**src/rtl/bram_pingpong_ctrl.sv**
```systemverilog
// bram_pingpong_ctrl
//   Captures bursts of ADC samples into one of two BRAM banks (ping-pong).
//   A falling edge on sinc starts a capture into the current bank. Each
//   valid sample is written straight through to the BRAM port. After
//   N words the bank is flagged full for the PS, and the next capture
//   targets the other bank. The PS hands a bank back by pulsing rdy_w[i].
//
// Ports
//   clk, rst         clock; asynchronous active-high reset
//   sinc             active-low pulse-sync; falling edge triggers a capture
//   valid, datos     sample strobe and 32-bit sample word
//   n_samples        requested words per capture (0 or >BANK_WORDS => full bank)
//   rdy_w[1:0]       PS release pulses, bit i frees bank i
//   addr, clkb, din, en, we   BRAM port (byte address, clock, data, enables)
//   rdy[1:0]         bank-full flags
//   size_data        word count of the most recently completed capture
//   bank             bank being written in CAPT, otherwise next target bank
//   busy             high while capturing
//   ovf_cnt          saturating count of dropped triggers
//   fsm_state        current FSM state (0 IDLE, 1 CAPT, 2 DONE) for debug
//
// Flow control: there is no back-pressure. A sample is consumed in any
// cycle where the FSM is in CAPT and valid=1; samples offered while not
// capturing are discarded. The BRAM port accepts a write in every cycle.
module bram_pingpong_ctrl #(
  parameter int BANK_WORDS = 4096,
  parameter int OVF_W      = 16
) (
  input  logic             clk,
  input  logic             rst,
  input  logic             sinc,
  input  logic             valid,
  input  logic [31:0]      datos,
  input  logic [31:0]      n_samples,
  input  logic [1:0]       rdy_w,
  output logic [31:0]      addr,
  output logic             clkb,
  output logic [31:0]      din,
  output logic             en,
  output logic [3:0]       we,
  output logic [1:0]       rdy,
  output logic [31:0]      size_data,
  output logic             bank,
  output logic             busy,
  output logic [OVF_W-1:0] ovf_cnt,
  output logic [1:0]       fsm_state
);

  localparam int AW = $clog2(BANK_WORDS);  // word-address bits within a bank
  localparam int CW = AW + 1;              // counter must hold BANK_WORDS itself

  localparam logic [31:0]      BW32    = BANK_WORDS;
  localparam logic [CW-1:0]    FULL_N  = BW32[CW-1:0];
  localparam logic [CW-1:0]    CNT_ONE = 1;
  localparam logic [OVF_W-1:0] OVF_ONE = 1;

  typedef enum logic [1:0] {
    S_IDLE = 2'd0,
    S_CAPT = 2'd1,
    S_DONE = 2'd2
  } state_t;

  state_t           state_q, state_d;
  logic             sinc_q, sinc_d;
  logic             arm_q, arm_d;
  logic [CW-1:0]    cnt_q, cnt_d;
  logic [CW-1:0]    n_q, n_d;
  logic             bank_q, bank_d;
  logic [1:0]       rdy_q, rdy_d;
  logic [31:0]      size_q, size_d;
  logic [OVF_W-1:0] ovf_q, ovf_d;

  logic          trig;
  logic          drop;
  logic          write;
  logic [CW-1:0] cnt_inc;
  logic [CW-1:0] n_eff;

  // arm_q stays low after reset until sinc has been seen high, so a sinc
  // already held low across reset release cannot fake a falling edge.
  assign trig    = ~sinc & sinc_q & arm_q;
  assign write   = (state_q == S_CAPT) && valid;
  assign cnt_inc = cnt_q + CNT_ONE;

  always_comb begin
    n_eff = n_samples[CW-1:0];
    if ((n_samples == 32'd0) || (n_samples > BW32)) begin
      n_eff = FULL_N;
    end
  end

  always_comb begin
    state_d = state_q;
    sinc_d  = sinc;
    arm_d   = arm_q | sinc;
    cnt_d   = cnt_q;
    n_d     = n_q;
    bank_d  = bank_q;
    rdy_d   = rdy_q & ~rdy_w;
    size_d  = size_q;
    drop    = 1'b0;
    case (state_q)
      S_IDLE: begin
        if (trig) begin
          if (rdy_q[bank_q]) begin
            drop = 1'b1;  // target bank still owned by the PS
          end else begin
            state_d = S_CAPT;
            n_d     = n_eff;
            cnt_d   = '0;
          end
        end
      end
      S_CAPT: begin
        drop = trig;
        if (valid) begin
          cnt_d = cnt_inc;
          if (cnt_inc == n_q) begin
            state_d = S_DONE;
          end
        end
      end
      S_DONE: begin
        drop           = trig;
        rdy_d[bank_q]  = 1'b1;  // applied after the release mask: set wins
        size_d         = {{(32-CW){1'b0}}, n_q};
        bank_d         = ~bank_q;
        state_d        = S_IDLE;
      end
      default: begin
        state_d = S_IDLE;
      end
    endcase
  end

  always_comb begin
    ovf_d = ovf_q;
    if (drop && (ovf_q != {OVF_W{1'b1}})) begin
      ovf_d = ovf_q + OVF_ONE;
    end
  end

  always_ff @(posedge clk or posedge rst) begin
    if (rst) begin
      state_q <= S_IDLE;
      sinc_q  <= 1'b1;
      arm_q   <= 1'b0;
      cnt_q   <= '0;
      n_q     <= '0;
      bank_q  <= 1'b0;
      rdy_q   <= 2'b00;
      size_q  <= '0;
      ovf_q   <= '0;
    end else begin
      state_q <= state_d;
      sinc_q  <= sinc_d;
      arm_q   <= arm_d;
      cnt_q   <= cnt_d;
      n_q     <= n_d;
      bank_q  <= bank_d;
      rdy_q   <= rdy_d;
      size_q  <= size_d;
      ovf_q   <= ovf_d;
    end
  end

  // Only the low AW counter bits reach the address, so a write can never
  // spill into the neighbouring bank.
  assign addr      = {{(29-AW){1'b0}}, bank_q, cnt_q[AW-1:0], 2'b00};
  assign clkb      = clk;
  assign din       = datos;
  assign en        = write;
  assign we        = {4{write}};
  assign rdy       = rdy_q;
  assign size_data = size_q;
  assign bank      = bank_q;
  assign busy      = (state_q == S_CAPT);
  assign ovf_cnt   = ovf_q;
  assign fsm_state = state_q;

endmodule

```
**config.mk**
```make
export PLATFORM = sky130hd
export DESIGN_NAME = bram_pingpong_ctrl
export DESIGN_NICKNAME = d
export VERILOG_FILES = /design/src/rtl/bram_pingpong_ctrl.sv
export SDC_FILE = /design/constraint.sdc
export NUM_CORES = 1
export LEC_CHECK = 0
export CORE_MARGIN = 10
export CORE_UTILIZATION = 44
export CTS_CLUSTER_DIAMETER = 40
export DETAILED_ROUTE_END_ITERATION = 10
export GPL_ROUTABILITY_DRIVEN = 0
export GPL_TIMING_DRIVEN = 0
export PLACE_DENSITY = 0.88
export SETUP_SLACK_MARGIN = 0.2
export SYNTH_ARGS = -nofsm -noshare
export SYNTH_HDL_FRONTEND = slang
export SYNTH_SLANG_ARGS = --single-unit
```
**constraint.sdc**
```tcl
create_clock -name clk -period 7.6 [get_ports clk]
set_clock_uncertainty 0.15 [all_clocks]
set_input_delay 2.28 -clock clk [delete_from_list [all_inputs] [get_ports clk]]
set_output_delay 2.28 -clock clk [all_outputs]
set_load 0.02 [all_outputs]
```
==> impl_metrics.csv <==
group,metric,value,unit
run_status,status,"finished clean",
clocking,cts_resized,0,
clocking,post_cts_buffers,0,
layout,nets,644,
synthesis,syn_area,3860,µm²
die,std_cell_rows,34,
clocking,hold_buffers,0,
global_routing,busiest_layer,"met2",
die,die_x,114,µm
critical_path,cp_data_arrival_time,4.67,ns
global_routing,grt_use_total,17.4,%
die,die_y,114,µm
synthesis,synth_top_area_cell,"dfrtp_1",
critical_path,crit_type,"clk2out",
critical_path,crit_path_end_kind,"primary output",
synthesis,syn_avg_cell_area,9.83,µm²
timing,finalHoldViolCount,0,
clocking,clock_latency,0.47,ns
critical_path,cp.required,5.17,ns
clocking,cts_tree,"built",
timing,max_slew_margin,56.7,%
timing,maxSlewViolCount,0,
routing,routedWlPerCell,16.8,µm
synthesis,synth_edf_count,0,
global_routing,use_met2,27.7,%
power,p_leak,0.00258,µW
layout,syn_to_final_growth,45.8,%
clocking,clk_pin_slew_worst_paths,0.07,ns
synthesis,yosysSeqAreaShare,40.2,%
layout,diodes,0,
timing,tightestPinTransition,0.648,ns
routing,drt_wl_total,11400,µm
die,die_area,12900,µm²
worst_hold_path,hp-class,"reg2reg",
routing,vias,3420,
synthesis,ys_seq_elements,62,
power,irDropWorstVdd,0.000199,V
placement,hpwl,9000,µm
synthesis,dominantRegCellSynth,"dfrtp_1",
global_routing,grt_pass1_wl,18100,µm
power,p_int,710,µW
synthesis,yosys_warnings,0,
layout,final_design_area_no_fill,5640,µm²
synthesis,yosysTopAreaCellShare,39.5,%
timing,setup_viol,0,
power,swShare,34.1,%
die,design.core.area,8640,µm²
placement,io_buffers,123,
synthesis,synthTopCellsByArea,"dfrtp_1 39%, buf_4 17%, xnor2_1 5.4%",
global_routing,use_met3,10.7,%
routing,viasPerCell,5.02,
layout,layout.cells.non_filler,681,
synthesis,async_reset_ff_share,100,%
placement,place_area,5390,µm²
global_routing,grt_pass1_vias,3580,
layout,drive_above_1_share,24.1,%
critical_path,worstSetupStartpointType,"clock port",
power,powerDensity,191,nW/µm²
timing,rsz0062_at_grt,"no",
routing,drt-initial-drc-count,214,
placement,dp.cells,662,
synthesis,synthCells,393,
die,start_util,44.8,%
global_routing,grt_start_max_net_pins,35,
power,clockPowerShare,34.6,%
routing,first_pass_iters,5,
die,ioPinCount,194,
routing,drc,0,
synthesis,yosysUniqueCellTypes,53,
global_routing,grt-ovfl-total,0,
timing,tns,0,ns
global_routing,met1_usage,17.5,%
critical_path,cp_max_fo,2,
power,pwr-share-seq,35.0,%
power,power_switching,368,µW
global_routing,antenna_found_initial,0,
job,maxCapViolCount,0,
power,p_comb_share,30.5,%
routing,ant_nets,0,
through the flow:
stage	hold WS [ns]	util [%]	power, µW	setup WS (ns)
after global routing	0.354	65.3	1130	0.472
final	0.329	65.3	1080	0.495
after detailed placement	0.314	62.4	733	0.748
after floorplan	0.290	-	589	1.24
after global placement	0.304	62.2	721	0.748
after CTS	0.333	65.3	1080	0.484
registers in the layout, summed over array words and instances, names as in the netlist:
signal,count
fsm_state,2
cnt_q,13
ovf_cnt,16
n_q,13
size_data,13
sinc_q,1
bank,1
rdy,2
arm_q,1
path summary, 6_finish.rpt:
check	from	to	slack, ns	cells past startpoint
max in group asynchronous	rst	sinc_q	4.58	3
worst max register to register	cnt_q[1]	fsm_state[0]	4.61	8
worst min-delay path	arm_q	arm_q	0.33	1
worst min register to register	arm_q	arm_q	0.33	1
min in group asynchronous	rst	size_data[12]	2.06	2
worst max-delay path	clk	clkb	0.50	4
cells in the mapped netlist (5+ instances only):
| cell type | count |
|---|---|
| dfrtp_1 | 61 |
| o41ai_1 | 5 |
| clkbuf_1 | 9 |
| o21ai_0 | 17 |
| xnor2_1 | 24 |
| buf_4 | 88 |
| nand3_1 | 12 |
| nor2_1 | 12 |
| nor4_1 | 11 |
| nand2_1 | 24 |
| ha_1 | 6 |
| inv_1 | 10 |
| mux2_2 | 15 |
| a21oi_1 | 11 |
| xor2_1 | 7 |
| a22o_1 | 13 |
worst max-delay path: stages:
cell             delay, ns
clkbuf_8              0.11
clkbuf_8              0.12
buf_4                 0.12
clkdlybuf4s50_1       0.53
final cells by class:
class                      instances  area (µm²)
clock inverter                     7        80.1
timing repair buffer             123        1240
sequential                        62        1550
clock buffer                      13         175
tap                              108         135
buffer                           101         714
multi-input combinational        257        1700
fill                             646        3000
inverter                          10        37.5
per-layer routing:
metal	vias up	part of all wire, %
met2	208	48
met1	1564	35
met3	35	14
met4	0	2.6
met5	-	0
li1	1613	-
cells in the final DEF, fill, tap and decap left out, types with 12 or more instances in the layout:
| cell | instances |
|---|---|
| a22o_1 | 13 |
| clkdlybuf4s50_1 | 123 |
| buf_4 | 88 |
| conb_1 | 38 |
| mux2_2 | 15 |
| dfrtp_1 | 61 |
| o21ai_0 | 17 |
| clkbuf_8 | 12 |
| nand2_1 | 24 |
| nand3_1 | 12 |
| xnor2_1 | 24 |
| nor2_1 | 12 |
cells by family (layout without fill, tap and decap cells):
kind of cell    count (synthesis)  count (layout)  share of synthesized area [%]
buf+inv                       111             254                           19.5
simple gates                   96              96                           14.1
compound gates                 71              71                           12.9
flops                          62              62                           40.2
xor+xnor                       31              31                           7.02
mux                            15              15                           4.37
fa+ha+maj                       6               6                           1.94
other cells                     1              38                         0.0970
power groups by stage:
| stage | clock [µW] | combinational (µW) | sequential (µW) |
|---|---|---|---|
| floorplan | 15.4 | 178 | 396 |
| global placement | 25.0 | 315 | 381 |
| detailed placement | 25.0 | 327 | 381 |
| CTS | 378 | 329 | 376 |
| global route | 395 | 351 | 381 |
| finish | 373 | 328 | 377 |
No activity file was read; power rests on OpenSTA's default activity.
